--- config.mk ---
export PLATFORM = sky130hd
export DESIGN_NAME = conv_window_mem
export DESIGN_NICKNAME = d
export VERILOG_FILES = /design/src/rtl/conv_window_mem.sv
export SDC_FILE = /design/constraint.sdc
export NUM_CORES = 1
export LEC_CHECK = 0
export ABC_AREA = 1
export CORE_UTILIZATION = 50
export DETAILED_ROUTE_END_ITERATION = 10
export GPL_TIMING_DRIVEN = 1
export PLACE_DENSITY_LB_ADDON = 0.08
export SLEW_MARGIN = 20
export SYNTH_ARGS = -nofsm -noshare
export SYNTH_HDL_FRONTEND = slang
export SYNTH_SLANG_ARGS = --single-unit
--- constraint.sdc ---
create_clock -name clk -period 7.09 [get_ports clk]
set_input_delay 0.709 -clock clk [delete_from_list [all_inputs] [get_ports clk]]
set_output_delay 0.709 -clock clk [all_outputs]
set_load 0.01 [all_outputs]
--- src/rtl/conv_window_mem.sv ---
// conv_window_mem: loads an N x N matrix and a K x K filter through one write
// port, then sweeps every K x K window of the matrix, emitting one window row
// per beat together with the matching filter row and their dot product.
//
// Handshake (both streams): a beat transfers on a rising edge where valid and
// ready are both 1. The producer holds its payload stable while valid=1 and
// ready=0. On the write stream the DUT is the consumer (wr_ready); on the
// window stream it is the producer (win_valid) and ready may toggle freely.
module conv_window_mem #(
  parameter int DW = 8,
  parameter int N  = 4,
  parameter int K  = 3
) (
  input  logic                      clk,
  input  logic                      rst,
  input  logic [DW-1:0]             data_w,
  input  logic                      wr_valid,
  input  logic                      wr_sel,
  output logic                      wr_ready,
  input  logic                      start,
  output logic                      busy,
  output logic                      done,
  output logic                      win_valid,
  input  logic                      win_ready,
  output logic [K*DW-1:0]           out_A,
  output logic [K*DW-1:0]           out_F,
  output logic [2*DW+$clog2(K)-1:0] psum,
  output logic [$clog2(N)-1:0]      win_row,
  output logic [$clog2(N)-1:0]      win_col,
  output logic [$clog2(K)-1:0]      tap_row,
  output logic [1:0]                dbg_state
);

  localparam int MA  = N * N;
  localparam int FA  = K * K;
  localparam int MAW = $clog2(MA);
  localparam int FAW = $clog2(FA);
  localparam int PW  = 2 * DW + $clog2(K);
  localparam int RW  = $clog2(N);
  localparam int KW  = $clog2(K);

  typedef enum logic [1:0] {
    S_IDLE = 2'd0,
    S_RUN  = 2'd1,
    S_DONE = 2'd2
  } state_t;

  state_t state;

  // Memory contents survive reset; only pointers and full flags are cleared.
  logic [DW-1:0]  mem_m [MA];
  logic [DW-1:0]  mem_f [FA];
  logic [MAW-1:0] ptr_m;
  logic [FAW-1:0] ptr_f;
  logic           full_m;
  logic           full_f;
  logic           wr_fire;
  logic           load_start;

  logic [RW-1:0]  nxt_row;
  logic [RW-1:0]  nxt_col;
  logic [KW-1:0]  nxt_tap;
  logic           last;
  logic [RW-1:0]  sel_row;
  logic [RW-1:0]  sel_col;
  logic [KW-1:0]  sel_tap;

  logic [K*DW-1:0] beat_a;
  logic [K*DW-1:0] beat_f;
  logic [PW-1:0]   beat_p;
  logic [DW-1:0]   a_j;
  logic [DW-1:0]   f_j;

  assign wr_ready   = (state == S_IDLE);
  assign busy       = (state != S_IDLE);
  assign dbg_state  = state;
  assign wr_fire    = wr_valid && wr_ready;
  assign load_start = (state == S_IDLE) && start && full_m && full_f;

  // Store accepted write beats at the selected memory's write pointer.
  always_ff @(posedge clk) begin
    if (!rst && wr_fire) begin
      if (wr_sel) mem_f[ptr_f] <= data_w;
      else        mem_m[ptr_m] <= data_w;
    end
  end

  // Advance write pointers; wrapping from the last address marks the memory full.
  always_ff @(posedge clk) begin
    if (rst) begin
      ptr_m  <= '0;
      ptr_f  <= '0;
      full_m <= 1'b0;
      full_f <= 1'b0;
    end else if (wr_fire) begin
      if (wr_sel) begin
        if (ptr_f == FAW'(FA - 1)) begin
          ptr_f  <= '0;
          full_f <= 1'b1;
        end else begin
          ptr_f <= ptr_f + FAW'(1);
        end
      end else begin
        if (ptr_m == MAW'(MA - 1)) begin
          ptr_m  <= '0;
          full_m <= 1'b1;
        end else begin
          ptr_m <= ptr_m + MAW'(1);
        end
      end
    end
  end

  // Next sweep position: tap_row fastest, then win_col, then win_row.
  always_comb begin
    nxt_row = win_row;
    nxt_col = win_col;
    nxt_tap = tap_row;
    last    = (tap_row == KW'(K - 1)) && (win_col == RW'(N - K)) &&
              (win_row == RW'(N - K));
    if (tap_row == KW'(K - 1)) begin
      nxt_tap = '0;
      if (win_col == RW'(N - K)) begin
        nxt_col = '0;
        nxt_row = win_row + RW'(1);
      end else begin
        nxt_col = win_col + RW'(1);
      end
    end else begin
      nxt_tap = tap_row + KW'(1);
    end
  end

  // A fresh sweep loads position (0,0,0); otherwise the following position.
  always_comb begin
    sel_row = nxt_row;
    sel_col = nxt_col;
    sel_tap = nxt_tap;
    if (state == S_IDLE) begin
      sel_row = '0;
      sel_col = '0;
      sel_tap = '0;
    end
  end

  // Read the window row and filter row for the selected position and reduce them.
  always_comb begin
    beat_a = '0;
    beat_f = '0;
    beat_p = '0;
    a_j    = '0;
    f_j    = '0;
    for (int j = 0; j < K; j++) begin
      a_j = mem_m[MAW'((int'(sel_row) + int'(sel_tap)) * N + int'(sel_col) + j)];
      f_j = mem_f[FAW'(int'(sel_tap) * K + j)];
      beat_a[j*DW +: DW] = a_j;
      beat_f[j*DW +: DW] = f_j;
      beat_p = beat_p + PW'(a_j) * PW'(f_j);
    end
  end

  // Sweep control FSM; beat outputs only change when a beat is loaded or accepted.
  always_ff @(posedge clk) begin
    if (rst) begin
      state     <= S_IDLE;
      win_valid <= 1'b0;
      done      <= 1'b0;
      win_row   <= '0;
      win_col   <= '0;
      tap_row   <= '0;
      out_A     <= '0;
      out_F     <= '0;
      psum      <= '0;
    end else begin
      case (state)
        S_IDLE: begin
          done <= 1'b0;
          if (load_start) begin
            state     <= S_RUN;
            win_valid <= 1'b1;
            win_row   <= '0;
            win_col   <= '0;
            tap_row   <= '0;
            out_A     <= beat_a;
            out_F     <= beat_f;
            psum      <= beat_p;
          end
        end
        S_RUN: begin
          if (win_valid && win_ready) begin
            if (last) begin
              win_valid <= 1'b0;
              done      <= 1'b1;
              state     <= S_DONE;
            end else begin
              win_row <= nxt_row;
              win_col <= nxt_col;
              tap_row <= nxt_tap;
              out_A   <= beat_a;
              out_F   <= beat_f;
              psum    <= beat_p;
            end
          end
        end
        S_DONE: begin
          done  <= 1'b0;
          state <= S_IDLE;
        end
        default: begin
          state <= S_IDLE;
        end
      endcase
    end
  end

endmodule

==> metrics.txt, run 1 <==
# rows=76; Placed Area=about 26,000 µm²; Hold Buf Count CTS=0; Hold Crit Class=register to register; starting DRC count in detailed routing=between 1,500 and 2,000; Synth-to-Final Area Change=32.5%; CP Capture Type=register; Synth Register Bits=286; ys async rst share=0; all-layer global routing usage=0.355; commonest cells after routing, fill and taps aside=nand2_1 (537), inv_1 (398), buf_4 (383); fin nets=about 3,500; RR Endpoint=psum[17]; Rel. slew slack=0.212; Yosys cell types=41; Detail Placement HPWL=around 62 mm; Worst Path Class, Setup=register to register; Ports=92; Seq/Total Area, Yosys=0.351; flop-to-flop setup slack=-0.12 ns; number of max-cap violations=0; vias per cell=approximately 5.4; PD cells=roughly 200 nW/µm²; Final setup viols=11; vias in the first global route=~20,000; clock sink count=286; Critical R2R Launch=tap_row[1]; Final Wtd Congestion=approximately 1; maximum clock path buffer count=3; WP data arrival=7.70 ns; Routed WL=80.0 mm; failing checks=negative setup slack; port bufs=91; crit-path max cell delay=0.59 ns; Syn. warnings=0; final-report hold violation count=0; via count=20,572; largest net degree at the start of global routing=between 80 and 90; Top FF cell, synth=edfxtp_1; CTS tree=done; final core occ=0.674; worst vdd ir=0.321 mV; WHS Endpoint=done; die area=between 40,000 and 50,000 µm²; # diodes=0; Mapped Avg Cell Area=8.08 µm²; Slew Limit Fails=0; CTS clk-pin slew, worst paths=roughly 0.070 ns; min-delay src=done; WL/cell=21.1 µm; share of layout cells above drive strength 1=0.261; CORE AREA=43,300 µm²; antenna violations before repair=0; post-synth net total=3,012; slowest cell on the critical path=fa_1; Cell Area, Synth=22,000 µm²; f_max=139 MHz; post-route worst setup slack=-0.119 ns; reg2reg path depth=33; RSZ-0062 raised after global routing=true; GRT overflow=0; CP Launch Type=register; Hold Path Stages=2; Post-DRT Antenna Nets=0; Post-route DRC=0; worst slew pin tran=between 1 and 1.5 ns; commonest non-fill, non-tap cell in the layout=nand2_1; Pleak=between 10 and 15 nW; First-pass DRT Iterations=5; EDFF count, synth=200; period utilization=1.02; clk_skew=between 0.01 and 0.015 ns; final instance area=between 20,000 and 30,000 µm²; Initial Util=0.509; number of H-tree levels=1; height of the die=212 µm; die width=212 µm; Required @ worst endpoint=7.58 ns; fin crit period=7.21 ns; first-pass GRT wire length=117 mm; later-pin clock latency in the skew report=0.60 ns; worst-path fanout max=8; cells after synthesis=2,723; CTS buffer count=31; status=finished with violations; CTS root buffer=clkbuf_16
[layout make-up]
cell class              count  area (µm²)
fillers                  3640       14100
well taps                 585         732
clock inverters            19         199
repair buffers            530        4700
flip-flops and latches    286        7730
clock buffers              36         806
inverters                 459        1770
multi-input cells        1868       13200
[state kept, by name, indices dropped and copies added, names as in the netlist, 4 cells and up]
| name | count |
|---|---|
| out_F | 24 |
| mem_f | 72 |
| mem_m | 128 |
| ptr_f | 4 |
| out_A | 24 |
| psum | 18 |
| ptr_m | 4 |
[cell usage after synthesis (2+ instances only)]
master | instances | area share
o21ai_0 | 104 | 0.024
o21bai_1 | 3 | 0.0010
or2_2 | 5 | 0.0014
or2_1 | 3 | 0.00085
buf_6 | 12 | 0.0061
a21oi_1 | 70 | 0.016
clkbuf_1 | 36 | 0.0061
nand2_4 | 4 | 0.0020
xor2_1 | 8 | 0.0032
o211ai_1 | 39 | 0.013
nor2_1 | 275 | 0.047
edfxtp_1 | 200 | 0.27
buf_2 | 41 | 0.0093
buf_4 | 13 | 0.0044
buf_1 | 7 | 0.0012
nand3b_1 | 8 | 0.0027
a211oi_1 | 4 | 0.0014
inv_1 | 429 | 0.073
o21ai_1 | 37 | 0.0084
o21ai_2 | 7 | 0.0028
inv_2 | 28 | 0.0048
dfxtp_1 | 86 | 0.078
fa_1 | 161 | 0.15
xnor2_1 | 4 | 0.0016
nand2_2 | 22 | 0.0063
nand4_1 | 9 | 0.0026
nor3_1 | 10 | 0.0023
ha_1 | 114 | 0.065
nor2_4 | 3 | 0.0015
nand2_1 | 599 | 0.10
nor2_2 | 2 | 0.00057
nand3_2 | 17 | 0.0077
nand3_1 | 355 | 0.081
[worst max-delay path by stage]
stage | startpoint | endpoint | slack [ns] | depth (start not counted)
3_5_place_dp | win_col[0] | psum[17] | -0.62 | 36
5_1_grt | tap_row[1] | psum[12] | -0.36 | 33
6_report | tap_row[1] | psum[17] | -0.12 | 33
2_1_floorplan | dbg_state[0] | psum[16] | 0.002 | 39
4_1_cts | tap_row[1] | psum[14] | -0.07 | 35
3_3_place_gp | win_col[0] | psum[17] | -0.59 | 37
[critical path: cells and delay by family, from the launching register on]
family / cells / cell delay [ns]
adders and majority gates: 9 / 4.20
DFF: 1 / 0.33
and+or+nand+nor: 17 / 1.77
AOI/OAI and AO/OA: 2 / 0.18
buffers and inverters: 4 / 0.45
xor gates and xnor gates: 1 / 0.17
[layer usage]
layer  vias up  part of all wire  global-route usage
met5         -                 0                   0
li1       9622                 -                   -
met2       876              0.47               0.594
met1      9854              0.39               0.439
met3       220             0.070              0.0506
met4         0             0.069               0.206
[power breakdown]
part / total [mW] / internal (mW) / switching, mW / leakage, nW
Clock: 1.62 / 0.926 / 0.699 / 0.498
Sequential: 1.79 / 1.79 / 0.00330 / 2.50
Combinational: 2.44 / 1.13 / 1.32 / 10.7
Total: 5.86 / 3.84 / 2.02 / 13.7
[logic make-up after synthesis]
group	count (synthesis)	synth area share
simple gates	1314	0.259
buf+inv	570	0.107
flops	286	0.351
fa+ha+maj	275	0.211
compound gates	266	0.0672
xor+xnor	12	0.00478
[timing repair]
item                       in CTS  in global routing
pin swaps                      54                 76
setup endpoints to repair      13                 13
hold endpoints to repair        0                  0
setup buffers                  22                 19
gates cloned                    4                  4
resized for setup             230                154
[stage by stage]
step	setup TNS (ns)	total power, mW	hold slack [ns]	std cells	setup WS (ns)
after floorplan	0	2.86	0.429	2723	0.00240
after global placement	-6.03	3.60	0.444	3679	-0.588
after detailed placement	-6.56	3.60	0.456	3679	-0.619
after CTS	-0.456	5.72	0.466	3760	-0.0741
after global routing	-3.29	6.17	0.485	3783	-0.365
final	-0.665	5.86	0.464	3783	-0.119
(Power assumes the default switching activity.)
==> run 2: changes to the inputs <==
- ABC_CLOCK_PERIOD_IN_PS: default -> 7090
==> results of run 2 <==
Same layout as run 1: the final DEF is identical, and so are final timing and power.
==> run 3: changes to the inputs <==
- SLEW_MARGIN: 20 -> 25
==> run 3 against run 2 <==
Net effect: the flow still finishes with violations (negative setup slack); wire length is 0.49% higher; combinational power increased by 7%; final area rose by 1.5%; core utilization is 1.0 points higher; power is 6.0% higher; setup slack gained 0.018 ns; critical endpoint is now psum[15]; largest cell class unchanged; highest routed layer unchanged.
==> metrics.txt, run 3 (same netlist as run 1, synthesis figures left out) <==
Largest regs=mem_m (128), mem_f (72); f_max=139 MHz; number of max-cap violations=0; period utilization=1.01; fin nets=3,469; Worst path top cell family by delay=adder cells; Rel. slew slack=0.342; WL/cell=21.2 µm; Ports=92; vias per cell=~5.5; failing checks=negative setup slack; all-layer global routing usage=0.361; CP Capture Type=register; later-pin clock latency in the skew report=~0.59 ns; Hold Crit Class=register to register; Crit path depth=36; Routed WL=approximately 80 mm; Hold Buf Count CTS=0; CORE AREA=43,300 µm²; PD cells=210 nW/µm²; CTS tree=done; die width=212 µm; Worst Path Class, Setup=register to register; final-report hold violation count=0; WP data arrival=roughly 7.6 ns; maximum clock path buffer count=3; Multi-input gate area=13,400 µm²; post-place setup slack=-0.619 ns; final instance area=29,600 µm²; commonest cells after routing, fill and taps aside=nand2_1 (530), inv_1 (400), buf_4 (383); antenna violations before repair=0; status=finished with violations; Final Wtd Congestion=1.03; via count=20,681; Fin Setup TNS=-0.542 ns; CTS buffer count=34; CP Launch Type=register; # rows=76; max reg flops=128; Largest Register=mem_m; fin crit period=7.19 ns; # fillers=approximately 3,600; First-pass DRT Iterations=8; worst vdd ir=0.324 mV; Required @ worst endpoint=7.54 ns; CTS root buffer=clkbuf_16; Buffers & Inverters on Critical Path=8; crit-path max cell delay=0.57 ns; Hold Path Stages=2; RSZ-0062 raised after global routing=true; GRT overflow=0; FF+latch area=7730 µm²; Pleak=13.8 nW; slowest cell on the critical path=fa_2; final core occ=0.684; commonest non-fill, non-tap cell in the layout=nand2_1; share of layout cells above drive strength 1=0.271; die area=around 45,000 µm²; largest net degree at the start of global routing=between 80 and 90; clk_skew=0.0427 ns; vias in the first global route=20,339; port bufs=91; height of the die=approximately 210 µm; Synth-to-Final Area Change=34.5%; first-pass GRT wire length=roughly 120 mm; Initial Util=0.509; starting DRC count in detailed routing=1,939; reg2reg path depth=36; Finished Layout Cells=3,792; worst-path fanout max=12; clock sink count=286; post-route worst setup slack=-0.101 ns; Slew Limit Fails=0; CTS clk-pin slew, worst paths=0.06 ns; placed cell count=3,679; number of H-tree levels=2; Detail Placement HPWL=62.1 mm; Final setup viols=8; Post-route DRC=0; worst slew pin tran=0.986 ns; Placed Area=between 20,000 and 30,000 µm²; Post-DRT Antenna Nets=0
==> run 3: cell types whose count changed in the layout (fill, tap and decap cells not counted), sizes merged <==
cell and delta:
clkinvlp +3, bufbuf +1, bufinv +1, diode +1
clkinv -1, clkbuf +4
==> run 3: final timing paths <==
check	start	slack, ns	to
worst max register to register	tap_row[1]	-0.10	psum[15]
worst min-delay path	done	0.46	done
worst min register to register	done	0.46	done
worst max-delay path	tap_row[1]	-0.10	psum[15]
==> run 3: what timing repair did <==
item | CTS | global route
gates cloned | 6 | 5
buffers inserted | 17 | 22
pin swaps | 86 | 92
endpoints found under the hold margin | 0 | 0
setup endpoints to repair | 13 | 13
gates resized for setup | 213 | 222
==> run 3: worst min-delay path: cells and delay by family (launching register included) <==
family	cells	cell delay, ns
compound gates	1	0.06
flops	1	0.31
simple gates	1	0.05
==> run 3: final cells by class <==
class | instances | share of cell area
timing repair buffer | 531 | 0.161
tap | 585 | 0.0247
multi-input combinational | 1868 | 0.454
clock buffer | 40 | 0.0299
inverter | 459 | 0.0600
sequential | 286 | 0.261
clock inverter | 22 | 0.00884
antenna | 1 | 0.0000846
==> run 3: stage by stage <==
stage / hold WS (ns) / total power [mW]
6_report: 0.462 / 6.21
3_5_place_dp: 0.456 / 3.61
4_1_cts: 0.466 / 5.87
2_1_floorplan: 0.429 / 2.86
5_1_grt: 0.485 / 6.53
3_3_place_gp: 0.444 / 3.60
==> run 3: where the power goes <==
part	internal, mW	switching [mW]	total (mW)
clock network	1.06	0.751	1.81
registers	1.79	0.00336	1.79
logic	1.21	1.40	2.61
==> run 3: per-layer routing <==
layer,global-route usage,part of all wire
met1,0.446,0.38
met2,0.596,0.47
met3,0.0596,0.077
met4,0.210,0.068
met5,0,0
